`src/rtl/evm_pkg.sv`:
```
// rtl/evm_pkg.sv - shared types, defaults and helpers for the EVM booth arbiter
package evm_pkg;

  localparam int DEF_NUM_BOOTHS   = 4;
  localparam int DEF_NUM_CAND     = 3;
  localparam int DEF_VOTE_TIMEOUT = 255;

  typedef enum logic [2:0] {
    ST_IDLE      = 3'd0,
    ST_ARB       = 3'd1,
    ST_WAIT_VOTE = 3'd2,
    ST_COMMIT    = 3'd3,
    ST_CLOSED    = 3'd4
  } evm_state_e;

  // Index width for n items, never narrower than one bit
  function automatic int evm_width(input int n);
    return (n <= 2) ? 1 : $clog2(n);
  endfunction

  function automatic logic evm_onehot_valid(input logic [7:0] v);
    return (v != 8'd0) && ((v & (v - 8'd1)) == 8'd0);
  endfunction

endpackage

```
`src/rtl/evm_rr_arbiter.sv`:
```
// rtl/evm_rr_arbiter.sv - rotate-priority pick of the first pending booth at or after ptr
module evm_rr_arbiter
  import evm_pkg::*;
#(
  parameter int NUM_BOOTHS = DEF_NUM_BOOTHS,
  parameter int PTR_W      = evm_width(NUM_BOOTHS)
) (
  input  logic [NUM_BOOTHS-1:0] pending,
  input  logic [PTR_W-1:0]      ptr,
  output logic [NUM_BOOTHS-1:0] grant,
  output logic [PTR_W-1:0]      grant_idx,
  output logic                  grant_valid
);

  logic [PTR_W-1:0] cand_idx;

  // Scan farthest offset first so the nearest pending booth is the last write
  always_comb begin
    grant       = '0;
    grant_idx   = '0;
    grant_valid = 1'b0;
    cand_idx    = '0;
    for (int k = NUM_BOOTHS - 1; k >= 0; k--) begin
      cand_idx = PTR_W'((int'(ptr) + k) % NUM_BOOTHS);
      if (pending[cand_idx]) begin
        grant           = '0;
        grant[cand_idx] = 1'b1;
        grant_idx       = cand_idx;
        grant_valid     = 1'b1;
      end
    end
  end

endmodule

```
`src/rtl/evm_booth_arbiter.sv`:
```
// rtl/evm_booth_arbiter.sv - round-robin booth arbiter feeding one shared vote counter
// Optional audit counters are built when EVM_AUDIT_EN is defined.
module evm_booth_arbiter
  import evm_pkg::*;
#(
  parameter int NUM_BOOTHS   = DEF_NUM_BOOTHS,
  parameter int NUM_CAND     = DEF_NUM_CAND,
  parameter int VOTE_TIMEOUT = DEF_VOTE_TIMEOUT,
  parameter int CAND_W       = evm_width(NUM_CAND)
) (
  input  logic                           clk,
  input  logic                           rst,
  input  logic                           session_open,
  input  logic                           session_close,
  input  logic [NUM_BOOTHS-1:0]          booth_ready,
  input  logic [NUM_BOOTHS*NUM_CAND-1:0] booth_vote,
  output logic                           cnt_req,
  output logic [CAND_W-1:0]              cnt_cand,
  input  logic                           cnt_ack,
  output logic [NUM_BOOTHS-1:0]          booth_grant,
  output logic [NUM_BOOTHS-1:0]          booth_pending,
  output logic                           invalid_vote,
  output logic                           vote_timeout,
  output logic                           session_active,
`ifdef EVM_AUDIT_EN
  output logic [15:0]                    audit_accepted,
  output logic [15:0]                    audit_rejected,
  output logic [7:0]                     audit_timeouts,
`endif
  output logic                           session_done
);

  localparam int PTR_W  = evm_width(NUM_BOOTHS);
  localparam int TMR_W  = evm_width(VOTE_TIMEOUT + 1);
  localparam int VOTE_W = NUM_BOOTHS * NUM_CAND;

  evm_state_e            state_q, state_d;
  logic [NUM_BOOTHS-1:0] pending_q, pending_d;
  logic [NUM_BOOTHS-1:0] grant_q, grant_d;
  logic [NUM_BOOTHS-1:0] ready_prev_q, ready_prev_d;
  logic [VOTE_W-1:0]     btn_prev_q, btn_prev_d;
  logic [PTR_W-1:0]      ptr_q, ptr_d;
  logic [TMR_W-1:0]      timer_q, timer_d;
  logic                  cnt_req_q, cnt_req_d;
  logic [CAND_W-1:0]     cnt_cand_q, cnt_cand_d;
  logic                  invalid_q, invalid_d;
  logic                  timeout_q, timeout_d;

  logic [NUM_BOOTHS-1:0] arb_grant;
  logic [PTR_W-1:0]      arb_idx;
  logic                  arb_valid;

  logic [NUM_CAND-1:0]   cur_btn, prev_btn;
  logic                  press;
  logic                  press_single;
  logic [CAND_W-1:0]     press_idx;
  logic                  in_session;

  evm_rr_arbiter #(
    .NUM_BOOTHS (NUM_BOOTHS),
    .PTR_W      (PTR_W)
  ) u_rr_arbiter (
    .pending     (pending_q),
    .ptr         (ptr_q),
    .grant       (arb_grant),
    .grant_idx   (arb_idx),
    .grant_valid (arb_valid)
  );

  // Only the granted booth's buttons reach the press detector
  always_comb begin
    cur_btn  = '0;
    prev_btn = '0;
    for (int b = 0; b < NUM_BOOTHS; b++) begin
      if (grant_q[b]) begin
        cur_btn  = cur_btn  | booth_vote[b*NUM_CAND +: NUM_CAND];
        prev_btn = prev_btn | btn_prev_q[b*NUM_CAND +: NUM_CAND];
      end
    end
    press        = (cur_btn != '0) && (prev_btn == '0);
    press_single = evm_onehot_valid(8'(cur_btn));
    press_idx    = '0;
    for (int c = 0; c < NUM_CAND; c++) begin
      if (cur_btn[c]) press_idx = CAND_W'(c);
    end
  end

  assign in_session = (state_q == ST_ARB) || (state_q == ST_WAIT_VOTE) || (state_q == ST_COMMIT);

  always_comb begin
    state_d      = state_q;
    pending_d    = pending_q;
    grant_d      = grant_q;
    ptr_d        = ptr_q;
    timer_d      = timer_q;
    cnt_req_d    = cnt_req_q;
    cnt_cand_d   = cnt_cand_q;
    invalid_d    = 1'b0;
    timeout_d    = 1'b0;
    ready_prev_d = booth_ready;
    btn_prev_d   = booth_vote;

    if (in_session) begin
      pending_d = pending_q | (booth_ready & ~ready_prev_q & ~grant_q);
    end

    unique case (state_q)
      ST_IDLE: begin
        if (session_open) state_d = ST_ARB;
      end
      ST_ARB: begin
        if (session_close) begin
          state_d   = ST_CLOSED;
          pending_d = '0;
        end else if (arb_valid) begin
          grant_d = arb_grant;
          timer_d = '0;
          ptr_d   = (arb_idx == PTR_W'(NUM_BOOTHS - 1)) ? '0 : arb_idx + PTR_W'(1);
          state_d = ST_WAIT_VOTE;
        end
      end
      ST_WAIT_VOTE: begin
        timer_d = timer_q + TMR_W'(1);
        if (press && press_single) begin
          cnt_req_d  = 1'b1;
          cnt_cand_d = press_idx;
          state_d    = ST_COMMIT;
        end else begin
          if (press) invalid_d = 1'b1;
          if (timer_q == TMR_W'(VOTE_TIMEOUT - 1)) begin
            timeout_d = 1'b1;
            pending_d = pending_d & ~grant_q;
            grant_d   = '0;
            state_d   = ST_ARB;
          end
        end
      end
      ST_COMMIT: begin
        if (cnt_ack) begin
          cnt_req_d = 1'b0;
          pending_d = pending_d & ~grant_q;
          grant_d   = '0;
          state_d   = ST_ARB;
        end
      end
      ST_CLOSED: begin
        pending_d = '0;
        grant_d   = '0;
        cnt_req_d = 1'b0;
      end
      default: begin
        state_d = ST_IDLE;
      end
    endcase
  end

  always_ff @(posedge clk or posedge rst) begin
    if (rst) begin
      state_q      <= ST_IDLE;
      pending_q    <= '0;
      grant_q      <= '0;
      ready_prev_q <= '0;
      btn_prev_q   <= '0;
      ptr_q        <= '0;
      timer_q      <= '0;
      cnt_req_q    <= 1'b0;
      cnt_cand_q   <= '0;
      invalid_q    <= 1'b0;
      timeout_q    <= 1'b0;
    end else begin
      state_q      <= state_d;
      pending_q    <= pending_d;
      grant_q      <= grant_d;
      ready_prev_q <= ready_prev_d;
      btn_prev_q   <= btn_prev_d;
      ptr_q        <= ptr_d;
      timer_q      <= timer_d;
      cnt_req_q    <= cnt_req_d;
      cnt_cand_q   <= cnt_cand_d;
      invalid_q    <= invalid_d;
      timeout_q    <= timeout_d;
    end
  end

  assign cnt_req        = cnt_req_q;
  assign cnt_cand       = cnt_cand_q;
  assign booth_grant    = grant_q;
  assign booth_pending  = pending_q;
  assign invalid_vote   = invalid_q;
  assign vote_timeout   = timeout_q;
  assign session_active = in_session;
  assign session_done   = (state_q == ST_CLOSED);

`ifdef EVM_AUDIT_EN
  logic [15:0] acc_q, acc_d;
  logic [15:0] rej_q, rej_d;
  logic [7:0]  tmo_q, tmo_d;

  // Saturating event counters, cleared only by reset
  always_comb begin
    acc_d = acc_q;
    rej_d = rej_q;
    tmo_d = tmo_q;
    if ((state_q == ST_COMMIT) && cnt_ack && (acc_q != '1)) acc_d = acc_q + 16'd1;
    if (invalid_d && (rej_q != '1)) rej_d = rej_q + 16'd1;
    if (timeout_d && (tmo_q != '1)) tmo_d = tmo_q + 8'd1;
  end

  always_ff @(posedge clk or posedge rst) begin
    if (rst) begin
      acc_q <= '0;
      rej_q <= '0;
      tmo_q <= '0;
    end else begin
      acc_q <= acc_d;
      rej_q <= rej_d;
      tmo_q <= tmo_d;
    end
  end

  assign audit_accepted = acc_q;
  assign audit_rejected = rej_q;
  assign audit_timeouts = tmo_q;
`endif

endmodule
```
`config.mk`:
```
export PLATFORM = sky130hd
export DESIGN_NAME = evm_booth_arbiter
export DESIGN_NICKNAME = d
export VERILOG_FILES = /design/src/rtl/evm_pkg.sv /design/src/rtl/evm_rr_arbiter.sv /design/src/rtl/evm_booth_arbiter.sv
export SDC_FILE = /design/constraint.sdc
export NUM_CORES = 1
export LEC_CHECK = 0
export CORE_AREA = 2 2 78 80
export CTS_CLUSTER_SIZE = 24
export DETAILED_ROUTE_END_ITERATION = 7
export DIE_AREA = 0 0 80 82
export REMOVE_ABC_BUFFERS = 1
export SYNTH_ARGS = -nofsm -noshare
export SYNTH_HDL_FRONTEND = slang
export SYNTH_SLANG_ARGS = --single-unit
```
`constraint.sdc`:
```
create_clock -name clk -period 4.2 [get_ports clk]
set_input_delay 0.42 -clock clk [delete_from_list [all_inputs] [get_ports clk]]
set_output_delay 0.42 -clock clk [all_outputs]
set_load 0.02 [all_outputs]
```
* After elaboration in Yosys (flattened, before gate mapping)
Index checks and enable logic that the tools add are counted.
W data, S select, Z words.
** Word-level totals
- Word-level logic and storage cells :: 147
- Register bits :: 42
- Output and inout bits :: 15
** Cells by class
- Order comparisons :: 8
- Reductions and logical operators :: 22
- Multiplexer cells :: 70
- Add/sub/neg operators :: 6
- Equal/unequal tests :: 15
- Bitwise gates (word level) :: 15
** Operators by type and width (number)
- $mux W4 :: 14
- $mux W3 :: 14
- $pmux W4 S4 :: 2
- $mux W1 :: 21
- $or A3 B3 Y3 :: 6
- $mux W8 :: 2
- $pmux W8 S2 :: 1
- $pmux W3 S5 :: 1
- $and A4 B4 Y4 :: 3
- $lt A2 B3 Y1 const B :: 4
- $mux W2 :: 6
- $ne A2 B2 Y1 const B :: 5
- $reduce_and A3 Y1 :: 3
- $add A8 B1 Y8 const B :: 1
- $and A3 B8 Y8 :: 1
- $bmux W1 S2 :: 4
- $demux W1 S2 :: 4
- $eq A8 B8 Y1 const B :: 1
- $ge A2 B1 Y1 const B :: 4
- $logic_not A8 Y1 :: 1
- $not A4 Y4 :: 2
- $logic_and A1 B1 Y1 :: 7
- $eq A3 B2 Y1 const B :: 2
- $logic_not A3 Y1 :: 2
- other kinds (19) :: 25

* Logic depth before layout (Yosys ltp)
- Word-level depth :: 14
- Mapped depth :: 11

* Modules after synthesis
From an unflattened synthesis, not the netlist that was laid out.
** Second synthesis, totals
- Cells, all modules :: 248
- Area, all modules :: 2489.9 sq um
** Modules (own cells, without submodules)
- evm_booth_arbiter :: sequential area each 1051.0 sq um, cells an instance 187, area an instance 1980.6 sq um, times used 1
- evm_rr_arbiter :: sequential area each 0.0 sq um, cells an instance 61, area an instance 509.2 sq um, times used 1

* Worst setup path before layout
Ideal clock, no wire load.
- Path kind :: register -> register
- From :: register ptr_q[0]
- To :: register grant_q[0], in the netlist booth_grant[0]
- Period minus slack after synthesis :: 2397 ps
- Setup slack :: 1803 ps
- Cell stages (with the launch flop) :: 11
- Arrival :: 2319 ps
- Buffers on the path :: 3
- Required time :: 4122 ps
- Cells stage by stage :: dfrtp_1 -> buf_6 -> buf_4 -> inv_1 -> ha_1 -> buf_2 -> nand2b_1 -> or3_1 -> o32ai_1 -> a221oi_1 -> o2bb2ai_1
** Between the ends
- Longest elaborated chain between the ends :: 12
- Elaborated cells between the ends (all ways) :: 44
- Those cells by class :: add/sub (3); order compare (8); eq/ne (1); mux (27); reduce/logical (5)
** RTL lines
- start, declared :: line evm_booth_arbiter.sv:42 : logic [PTR_W-1:0] ptr_q, ptr_d;
- start signal, assigned :: line evm_booth_arbiter.sv:176 : ptr_q <= ptr_d;
- $add A2 B2 Y2 :: line evm_rr_arbiter.sv:24 : cand_idx = PTR_W'((int'(ptr) + k) % NUM_BOOTHS);
- $lt A2 B3 Y1 (implied by the code) or $ge A2 B1 Y1 (tied branches) :: line evm_rr_arbiter.sv:27 : grant[cand_idx] = 1'b1;
- $logic_and A1 B1 Y1 (implied by the code) :: line evm_rr_arbiter.sv:27
- $mux W1 (implied by the code) :: line evm_rr_arbiter.sv:27
- $demux W1 S2
- $mux W4 (4 in series) :: line evm_rr_arbiter.sv:25 : if (pending[cand_idx]) begin
- $mux W4 :: line evm_booth_arbiter.sv:115 : end else if (arb_valid) begin
- $mux W4 :: line evm_booth_arbiter.sv:112 : if (session_close) begin
- $pmux W4 S4 :: line evm_booth_arbiter.sv:107 : unique case (state_q)
- end signal, assigned :: line evm_booth_arbiter.sv:173 : grant_q <= grant_d;
- end, declared :: line evm_booth_arbiter.sv:39 : logic [NUM_BOOTHS-1:0] grant_q, grant_d;
Several ways; a longest one is shown, not always the timed one. The select of a mux whose other input is x is not followed.
A chain may end at the register's enable or synchronous reset.

* Worst setup path in the final report
Same ends and word-level chain as after synthesis.

==> run summary <==
Post-synthesis sequential area ratio - 46.0%
Via count - 1832
Netlist Area Pre-Place - 2280 um^2
Die area - 6560 um^2
Clk_skew - 0.00952 ns
Routed WL - 5060 um
Commonest non-fill, non-tap cell in the layout - dfrtp_1
Total Routing Usage GR - 16.4%
Slew HR - 57.3%
Die H - 82 um
Fin nets - 287
Async set or reset register ratio after synthesis - 100%
HP Class - reg -> reg
CP startpoint kind - register
Worst vdd ir - 362 uV
Seq cells post-synth - 42
DRC violations left - 0
Global-route wire length before repair - 8340 um
Avg Inst Size Synth - 10.1 um^2
DR top layer - met4
Num Clock Sinks - 42
Antenna violations before repair - 0
Most frequent cells in the layout - dfrtp_1, clkdlybuf4s50_1, nor2_1
F_max - 341 MHz
Setup violations, final - 0
Die Wd - 80 um
Power per cell area - 716 nW/um^2
CTS H-tree depth - 2
Drt wl/cell - 15.2 um
Post-layout util - 47.8%
Unrepaired setup endpoints after global routing - false
Distinct cells, synth - 52
Post-Synthesis Cells - 226
FP Rows - 28
Fin cells - 333
Post-cts sizing count - 0
Drt pass-1 iters - 4
CP endpoint kind - register
Final Max Slew Viols - 0
Metal-1 WL - 2360 um
Area grow syn2layout - 20.2%
Initial Util - 39.8%
# hold bufs at CTS - 0
Clock Path Buffers - 2
Crit Path Max Fanout - 18
Setup Crit Path Kind - reg -> reg
CTS tree - yes
RePlAce Congestion - 0.847
Number of synthesized flops with an enable pin - 0
Met2 WL - 2470 um
Status - complete, no violations
Worst EP arrival - 3.13 ns
Fillcell total - 560
Antenna Nets Post-Route - 0
Initial DRC Count - 75
Share of layout cells above drive strength 1 - 7.36%
Inserted Diodes - 0
Clk Latency, worst-skew pair - 0.29 ns
Clock buffer count from CTS - 5
Hold slack final - 0.493 ns
Hold Path Depth - 2
Period utilisation layout - 69.9%
R2R cell count - 7
Prevailing post-synth register cell - dfrtp_1
Leakage - 0.00113 uW
Inst Count DP - 325
WL met3 - 191 um
Worst endpoint required time - 4.40 ns
Worst setup margin - 1.27 ns
Yosys top cell by area - dfrtp_1
PortBufs - 35
Setup Fix Bufs, Post-CTS - 0
Final Hold Fails - 0
Synth Warn # - 0
Core ar. - 5750 um^2
Worst slew pin tran - 0.640 ns
Post-Route Setup TNS - 0 ns
Clock slew at reported path FFs - 0.09 ns
Max cap viols - 0
I/O pin count - 36
Largest net degree at the start of global routing - 43
Final HPWL DP - 3660 um
Synth top area cells - dfrtp_1, ha_1, nor2_1, o21ai_0, nand2_1
GRT overflow - 0
Post-route minimum period - 2.93 ns
DP Worst Slack - 1.32 ns
Post-synth top area share - 46.0%
Vias in the first global route - 1729
CTS root buf - clkbuf_8
Via-to-Cell Ratio - 5.50
## critical path: stages, from the launching register on
cell	delay, ns
dfrtp_1	0.76
inv_1	0.22
ha_1	0.48
nand2b_1	0.22
or3_1	0.32
o32ai_1	0.49
a221oi_1	0.15
o2bb2ai_1	0.21
## sequential cells by signal (all words and copies together), names as in the netlist
signal	cells
timer_q	8
vote_timeout	1
invalid_vote	1
ready_prev_q	4
state_q	3
cnt_cand	2
booth_pending	4
cnt_req	1
ptr_q	2
btn_prev_q	12
booth_grant	4
## logic make-up (layout without fill, tap and decap cells)
logic type,after synthesis,count (layout),share of synthesized area [%]
AOI/OAI and AO/OA,72,72,22.5
xor gates and xnor gates,6,6,2.30
adders and majority gates,10,10,5.37
buffers and inverters,24,56,5.37
DFF,42,42,46.0
muxes,3,3,3.12
and+or+nand+nor,69,69,15.4
## synthesized netlist by cell type (6+ instances only)
| library cell | n |
|---|---|
| a22oi_1 | 6 |
| nand2_1 | 15 |
| ha_1 | 9 |
| o31ai_1 | 7 |
| o21ai_0 | 12 |
| dfrtp_1 | 42 |
| a31oi_1 | 8 |
| inv_1 | 12 |
| a21oi_1 | 9 |
| nor2_1 | 20 |
| nand2b_1 | 9 |
## area by class of cell
cell class | instances | area, um^2 | share of cell area (%)
clock buffers | 6 | 72.6 | 2.64
repair buffers | 36 | 358 | 13.0
clock inverters | 2 | 13.8 | 0.501
flip-flops and latches | 42 | 1050 | 38.3
multi-input cells | 160 | 1110 | 40.5
well taps | 75 | 93.8 | 3.42
inverters | 12 | 45.0 | 1.64
## report_power, final
| group | internal [uW] | total (uW) | switching [uW] |
|---|---|---|---|
| clock | 117 | 258 | 141 |
| sequential | 493 | 681 | 188 |
| combinational | 468 | 1030 | 560 |
## layer usage
layer,vias up,global-route usage (%)
li1,890,-
met1,904,21.9
met2,34,27.2
met3,4,3.19
met4,0,5.08
met5,-,0
## stage by stage
step | power [uW] | instance area (um^2)
2_1_floorplan | 1390 | 2210
3_3_place_gp | 1700 | 2660
3_5_place_dp | 1710 | 2660
4_1_cts | 1980 | 2750
5_1_grt | 2130 | 2750
6_report | 1970 | 2750
## worst paths after layout
path	startpoint	end	slack (ns)
worst max-delay path	ptr_q[0]$_DFFE_PP0P_	booth_grant[0]$_DFFE_PP0P_	1.27
worst min-delay path	cnt_cand[1]$_DFFE_PP0N_	cnt_cand[1]$_DFFE_PP0N_	0.49
worst max register to register	ptr_q[0]$_DFFE_PP0P_	booth_grant[0]$_DFFE_PP0P_	1.27
worst min register to register	cnt_cand[1]$_DFFE_PP0N_	cnt_cand[1]$_DFFE_PP0N_	0.49
max in group asynchronous	rst	ptr_q[1]$_DFFE_PP0P_	3.27
min in group asynchronous	rst	cnt_cand[1]$_DFFE_PP0N_	0.56
(Power assumes the default switching activity.)
